`src/rtl/mul_seq.sv`:
```
// Shift-add W x W -> 2W multiplier, one multiplier bit retired per clock; `MUL_SEQ_SIGNED_EN selects two's complement.
// Latency: W cycles from the start edge to valid; no early exit on zero operands.
// Backpressure: none; start in RUN aborts and restarts, result held with valid until the next start.
module mul_seq #(
  parameter int W = 4
) (
  input  logic           clk,
  input  logic           rst,
  input  logic           start,
  input  logic [W-1:0]   a,
  input  logic [W-1:0]   b,
  output logic [2*W-1:0] p,
  output logic           valid,
  output logic           busy
);

  localparam int IW = $clog2(W);
  localparam int CW = IW + 1;
  localparam logic [CW-1:0] LAST = CW'(W - 1);

  typedef enum logic [1:0] {
    IDLE,
    RUN,
    DONE
  } state_t;

  state_t           state_q, state_d;
  logic [2*W-1:0]   acc_q, acc_d;
  logic [2*W-1:0]   mcand_q, mcand_d;
  logic [W-1:0]     mplier_q, mplier_d;
  logic [CW-1:0]    cnt_q, cnt_d;
  logic [2*W-1:0]   addend;
  logic             mbit;

  always_ff @(posedge clk or posedge rst) begin
    if (rst) begin
      state_q  <= IDLE;
      acc_q    <= '0;
      mcand_q  <= '0;
      mplier_q <= '0;
      cnt_q    <= '0;
    end else begin
      state_q  <= state_d;
      acc_q    <= acc_d;
      mcand_q  <= mcand_d;
      mplier_q <= mplier_d;
      cnt_q    <= cnt_d;
    end
  end

  assign addend = mcand_q << cnt_q;
  assign mbit   = mplier_q[cnt_q[IW-1:0]];

  always_comb begin
    state_d  = state_q;
    acc_d    = acc_q;
    mcand_d  = mcand_q;
    mplier_d = mplier_q;
    cnt_d    = cnt_q;

    if (start) begin
      // Same reload from every state; a start during RUN abandons the old operands.
`ifdef MUL_SEQ_SIGNED_EN
      mcand_d = {{W{a[W-1]}}, a};
`else
      mcand_d = {{W{1'b0}}, a};
`endif
      mplier_d = b;
      acc_d    = '0;
      cnt_d    = '0;
      state_d  = RUN;
    end else if (state_q == RUN) begin
      if (mbit) begin
`ifdef MUL_SEQ_SIGNED_EN
        // The multiplier MSB carries negative weight in two's complement.
        if (cnt_q == LAST) acc_d = acc_q - addend;
        else               acc_d = acc_q + addend;
`else
        acc_d = acc_q + addend;
`endif
      end
      cnt_d = cnt_q + CW'(1);
      if (cnt_q == LAST) state_d = DONE;
    end
  end

  assign p     = acc_q;
  assign valid = (state_q == DONE);
  assign busy  = (state_q == RUN);

endmodule
```
`config.mk`:
```
export PLATFORM = sky130hd
export DESIGN_NAME = mul_seq
export DESIGN_NICKNAME = d
export VERILOG_FILES = /design/src/rtl/mul_seq.sv
export SDC_FILE = /design/constraint.sdc
export NUM_CORES = 1
export LEC_CHECK = 0
export BUFFER_PORTS_ARGS = -buffer_cell sky130_fd_sc_hd__buf_2
export CELL_PAD_IN_SITES_DETAIL_PLACEMENT = 1
export CELL_PAD_IN_SITES_GLOBAL_PLACEMENT = 1
export CORE_ASPECT_RATIO = 1.5
export CORE_MARGIN = 2
export CORE_UTILIZATION = 32
export DETAILED_ROUTE_END_ITERATION = 10
export GPL_TIMING_DRIVEN = 0
export PLACE_DENSITY = 0.7
export REMOVE_ABC_BUFFERS = 1
export SETUP_SLACK_MARGIN = 0.3
export SYNTH_ARGS = -nofsm -noshare
export SYNTH_HDL_FRONTEND = slang
export SYNTH_SLANG_ARGS = --single-unit
```
`constraint.sdc`:
```
create_clock -name clk -period 5 [get_ports clk]
set_clock_uncertainty 0.05 [all_clocks]
set_input_delay 0 -clock clk [delete_from_list [all_inputs] [get_ports clk]]
set_output_delay 0 -clock clk [all_outputs]
set_load 0.005 [all_outputs]
```
Word-level counts from Yosys, hierarchy flattened

Index checks and enable logic that the tools add are counted.

Flip-flop bits (word level): 21
Word-level logic and storage cells: 27
Output and inout bits: 10

$lt $le $gt $ge: 1
Eq/ne operators: 3
Reductions and logical operators: 5
$add $sub $neg: 2
Muxes and demuxes: 10
Shifts and indexed selects: 1

Operator list:

| kind                | number |
|---|---|
| $mux 8              | 3 |
| $add 8x8->8         | 1 |
| $shl 4x3->8         | 1 |
| $mux 2              | 3 |
| $mux 3              | 2 |
| $reduce_bool 2->1   | 3 |
| $reduce_and 2->1    | 2 |
| $add 3x1->3 const B | 1 |
| $eq 3x2->1 const B  | 1 |
| $lt 2x3->1 const B  | 1 |
| $bmux 1 s2          | 1 |
| $eq 2x1->1 const B  | 1 |
| $eq 2x2->1 const B  | 1 |
| $mux 1              | 1 |

Logic depth before layout (Yosys ltp)

Depth in word-level cells: 5
Gate-level depth with buffers: 11

Worst setup path before layout

OpenSTA, ideal clock, no wires.

Path type: register to register
Start point: reg cnt_q[1]
End point: reg acc_q[7] (netlist: p[7])
Setup time: 0.125 ns
Path slack: 2.276 ns
Cell stages (with the launch flop): 9
Path buffers: 0
Arrival time: 2.549 ns
Cells stage by stage: dfrtp_1 mux4_2 and2_2 ha_1 a21o_1 a31o_2 or3_1 a21o_1 mux2_4

Word-level cells in the longest chain between the ends: 5
Elaborated cells between the ends (all ways): 9
Those cells by class: add/sub: 1; shift: 1; mux: 5; reduce/logical: 2

RTL lines:

| what                     | line | source |
|---|---|---|
| start: declaration       | 31   | `logic [CW-1:0] cnt_q, cnt_d;` |
| start signal: assignment | 47   | `cnt_q <= cnt_d;` |
| $shl 4x3->8              | 51   | `assign addend = mcand_q << cnt_q;` |
| $add 8x8->8              | 79   | `acc_d = acc_q + addend;` |
| $mux 8                   | 73   | `if (mbit) begin` |
| $mux 8                   | 72   | `end else if (state_q == RUN) begin` |
| $mux 8                   | 61   | `if (start) begin` |
| end signal: assignment   | 38   | `acc_q <= '0;` |
| end signal: assignment   | 44   | `acc_q <= acc_d;` |
| end: declaration         | 28   | `logic [2*W-1:0] acc_q, acc_d;` |

Parallel ways exist; a longest one is shown, timed or not. The select of a mux whose other input is x is not followed.
A chain may end at the register's enable or synchronous reset.

Worst setup path after layout

Start point: reg cnt_q[0]
End point: reg acc_q[7] (netlist: p[7])

Same word-level chain as after synthesis.

==> results.md <==
| Item | Value |
| --- | --- |
| Setup Crit Path Kind | reg2reg |
| VDD IR max | 0.280 mV |
| Via density per instance | 5.31 |
| Total of warnings raised by yosys | 0 |
| Antenna violations before repair | 0 |
| Via count of the first global-routing pass | 1,129 |
| Fillers | 467 |
| Overall track demand over capacity in global routing | 0.138 |
| DIE WIDTH | 56.6 µm |
| Die Outline Area | 4690 µm² |
| DP Wirelength | 2.31 mm |
| Register clock-pin slew on the reported worst setup and hold paths | 0.08 ns |
| Power per unit of standard cell area | 517 nW/µm² |
| Number of cells in the finished layout apart from fillers | 196 |
| Cts bufs inserted | 3 |
| FF-to-FF setup slack | 1.99 ns |
| Max-capacitance violation count | 0 |
| Post-placement setup slack | 2.02 ns |
| Total Negative Setup Slacks | 0 ns |
| Maximum clock rate | 332 MHz |
| Synthesized cell area | 1330 µm² |
| First DRT Iteration DRCs | 8 |
| Remaining routing DRC violations | 0 |
| Endpoints failing hold | 0 |
| Synth area leader | sky130_fd_sc_hd__dfrtp_1 |
| Antenna-violating nets left | 0 |
| Clock tree from TritonCTS | done |
| Core Region | 3960 µm² |
| Hold_buf cts | 9 |
| Setup Buffers After CTS | 0 |
| HP Class | in2reg |
| Number of instances in the synthesized netlist | 124 |
| Top area cells in the synthesized netlist | sky130_fd_sc_hd__dfrtp_1, sky130_fd_sc_hd__ha_1, sky130_fd_sc_hd__mux2_2 |
| Multi-input gate area | 739 µm² |
| Final WL | 2.94 mm |
| Post-route minimum period | 3.01 ns |
| Largest net degree at the start of global routing | 24 |
| Number of placed I/O pins | 21 |
| Fin nets | 173 |
| Final Slew Violations | 0 |
| Clock insertion delay at the later pin of the skew report | 0.26 ns |
| Area grow syn2layout | 18.6% |
| Storage element area | 526 µm² |
| Share of the clock period used by the worst path after layout | 0.602 |
| Flop and latch count out of synthesis | 21 |
| Deepest clock path buffer count | 2 |
| Mean area per synthesized cell | 10.7 µm² |
| Post-place instance area | 1440 µm² |
| Result of the run | finished, final reports clean |
| Average wire per standard cell | 15.0 µm |
| Top-area cell type share of the netlist area | 0.396 |
| Transition at the pin with the smallest max-transition slack | 0.825 ns |
| Critical path fanouts, max | 10 |
| Post-route worst setup slack | 1.99 ns |
| H-tree levels | 1 |
| Leakage Power | 0.777 nW |
| Number of sinks driven by the clock tree | 21 |
| Site row count | 28 |
| GRT Residual Overflow | 0 |
| Final Power | 0.000812 W |
| # setup viols final | 0 |
| Share of the yosys chip area belonging to registers | 0.396 |
| Detailed-route via count | 1,041 |
| Antenna diodes | 0 |
| Kind of end point of the critical path | register |
| Arrival time of data at the critical path endpoint | 3.11 ns |
| Max-Slew Margin vs Limit | 0.449 |
| DP Cell Count | 183 |
| Data required time at the worst endpoint | 5.10 ns |
| Share of layout cells above drive strength 1 | 0.252 |
| Number of input and output port buffers inserted | 20 |
| Starting utilization of the core area | 0.335 |
| Die height | 82.8 µm |
| Non-Filler Cell Area, Final | 1570 µm² |
| Setup repair after global routing missed its margin | no |
| First-pass GRT wire length | 5.15 mm |
| Final GP Congestion | 0.831 |
| Kind of start point of the critical path | register |
| Resized Gates After CTS | 0 |
| Number of different library cells in the post-synthesis netlist | 37 |
| Clock tree root buffer cell | sky130_fd_sc_hd__clkbuf_8 |
| Detailed-routing iteration count for the pre-antenna-repair pass | 3 |
[kinds of logic (layout without fill, tap and decap cells)]
group                      Yosys count  in the layout  share of synthesized area
AOI/OAI and AO/OA                   25             25                      0.126
and+or+nand+nor                     35             35                      0.130
DFF                                 21             21                      0.396
adders and majority gates           10             10                      0.100
buffers and inverters               10             37                     0.0462
muxes                               19             19                      0.175
xor gates and xnor gates             4              4                     0.0264
[worst max-delay path, stage by stage, from the launching register on]
cell	delay, ns
sky130_fd_sc_hd__dfrtp_1	0.58
sky130_fd_sc_hd__mux2i_1	0.31
sky130_fd_sc_hd__nor2_1	0.08
sky130_fd_sc_hd__a31oi_1	0.14
sky130_fd_sc_hd__o22ai_1	0.13
sky130_fd_sc_hd__ha_1	0.36
sky130_fd_sc_hd__a21o_1	0.20
sky130_fd_sc_hd__a31o_2	0.25
sky130_fd_sc_hd__or3_1	0.33
sky130_fd_sc_hd__a21o_1	0.18
sky130_fd_sc_hd__mux2_4	0.29
[registers in the layout, indices dropped and copies added, names as in the netlist]
signal and cells:
mcand_q 4, state_q 2, cnt_q 3, mplier_q 4, p 8
[worst paths after layout]
check / from / to / cells after the start
max: cnt_q[0]$_DFFE_PP0P_ / p[7]$_DFFE_PP0P_ / 10
min: start / state_q[1]$_DFFE_PP0P_ / 2
max reg2reg: cnt_q[0]$_DFFE_PP0P_ / p[7]$_DFFE_PP0P_ / 10
min reg2reg: mplier_q[0]$_DFFE_PP0P_ / mplier_q[0]$_DFFE_PP0P_ / 1
max in group asynchronous: rst / mcand_q[3]$_DFFE_PP0P_ / 3
min in group asynchronous: rst / p[0]$_DFFE_PP0P_ / 3
[synthesized netlist by cell type]
master / instances
sky130_fd_sc_hd__nand2_1: 6
sky130_fd_sc_hd__a211oi_1: 3
sky130_fd_sc_hd__nor2b_1: 3
sky130_fd_sc_hd__clkbuf_1: 2
sky130_fd_sc_hd__a21o_1: 5
sky130_fd_sc_hd__mux2i_1: 7
sky130_fd_sc_hd__mux2_2: 9
sky130_fd_sc_hd__mux4_2: 2
sky130_fd_sc_hd__buf_1: 1
sky130_fd_sc_hd__nand4_1: 1
sky130_fd_sc_hd__xor2_1: 3
sky130_fd_sc_hd__and4b_1: 1
sky130_fd_sc_hd__a31o_2: 1
sky130_fd_sc_hd__mux2_4: 1
sky130_fd_sc_hd__and2_1: 1
sky130_fd_sc_hd__and2_2: 1
sky130_fd_sc_hd__a21oi_1: 6
sky130_fd_sc_hd__nor2_1: 12
sky130_fd_sc_hd__a32o_1: 1
sky130_fd_sc_hd__or3_1: 2
sky130_fd_sc_hd__o21ai_0: 3
sky130_fd_sc_hd__nand3_1: 2
sky130_fd_sc_hd__nor3_1: 3
sky130_fd_sc_hd__nor4_1: 1
sky130_fd_sc_hd__nand2b_1: 2
sky130_fd_sc_hd__a31oi_1: 2
sky130_fd_sc_hd__inv_1: 4
sky130_fd_sc_hd__ha_1: 9
sky130_fd_sc_hd__xnor2_1: 1
sky130_fd_sc_hd__o31ai_1: 1
sky130_fd_sc_hd__o21bai_1: 1
sky130_fd_sc_hd__o22ai_1: 1
sky130_fd_sc_hd__buf_4: 2
sky130_fd_sc_hd__buf_12: 1
sky130_fd_sc_hd__fa_1: 1
sky130_fd_sc_hd__dfrtp_1: 21
sky130_fd_sc_hd__a311o_1: 1
[through the flow]
stage	util	hold WS, ns
2_1_floorplan	-	-0.0735
3_5_place_dp	0.363	0.158
4_1_cts	0.397	0.146
3_3_place_gp	0.363	0.151
5_1_grt	0.397	0.163
6_report	0.397	0.131
[layer usage]
| layer | vias up | wire length, µm | part of all wire | global-route usage |
|---|---|---|---|---|
| met5 | - | 0 | 0 | 0 |
| met4 | 0 | 17 | 0.0058 | 0.0325 |
| met3 | 2 | 51 | 0.017 | 0.0234 |
| met2 | 10 | 1740 | 0.59 | 0.266 |
| met1 | 522 | 1140 | 0.39 | 0.149 |
| li1 | 507 | - | - | - |
[where the power goes]
part / switching, W / leakage [nW] / total (W) / internal [W]
clock: 0.0000569 / 0.0255 / 0.000112 / 0.0000555
sequential: 0.0000574 / 0.264 / 0.000269 / 0.000212
combinational: 0.000228 / 0.487 / 0.000431 / 0.000202
total: 0.000343 / 0.777 / 0.000812 / 0.000470
[final cells by class]
cell class | count | share of cell area
flip-flops and latches | 21 | 0.334
well taps | 45 | 0.0358
inverters | 4 | 0.00955
multi-input cells | 93 | 0.470
repair buffers | 29 | 0.121
clock buffers | 3 | 0.0263
clock inverters | 1 | 0.00318
[cell usage in the layout, fill, tap and decap left out]
cell type                       Yosys  final
sky130_fd_sc_hd__a211oi_1           3      3
sky130_fd_sc_hd__a21o_1             5      5
sky130_fd_sc_hd__a21oi_1            6      6
sky130_fd_sc_hd__a311o_1            1      1
sky130_fd_sc_hd__a31o_2             1      1
sky130_fd_sc_hd__a31oi_1            2      2
sky130_fd_sc_hd__a32o_1             1      1
sky130_fd_sc_hd__and2_1             1      1
sky130_fd_sc_hd__and2_2             1      1
sky130_fd_sc_hd__and4b_1            1      1
sky130_fd_sc_hd__buf_2              0     20
sky130_fd_sc_hd__clkbuf_8           0      3
sky130_fd_sc_hd__clkinv_2           0      1
sky130_fd_sc_hd__dfrtp_1           21     21
sky130_fd_sc_hd__dlygate4sd3_1      0      9
sky130_fd_sc_hd__fa_1               1      1
sky130_fd_sc_hd__ha_1               9      9
sky130_fd_sc_hd__inv_1              4      4
sky130_fd_sc_hd__mux2_2             9      9
sky130_fd_sc_hd__mux2_4             1      1
sky130_fd_sc_hd__mux2i_1            7      7
sky130_fd_sc_hd__mux4_2             2      2
sky130_fd_sc_hd__nand2_1            6      6
sky130_fd_sc_hd__nand2b_1           2      2
sky130_fd_sc_hd__nand3_1            2      2
sky130_fd_sc_hd__nand4_1            1      1
sky130_fd_sc_hd__nor2_1            12     12
sky130_fd_sc_hd__nor2b_1            3      3
sky130_fd_sc_hd__nor3_1             3      3
sky130_fd_sc_hd__nor4_1             1      1
sky130_fd_sc_hd__o21ai_0            3      3
sky130_fd_sc_hd__o21bai_1           1      1
sky130_fd_sc_hd__o22ai_1            1      1
sky130_fd_sc_hd__o31ai_1            1      1
sky130_fd_sc_hd__or3_1              2      2
sky130_fd_sc_hd__xnor2_1            1      1
sky130_fd_sc_hd__xor2_1             3      3
Note: power is estimated with default switching activity, not from simulation.
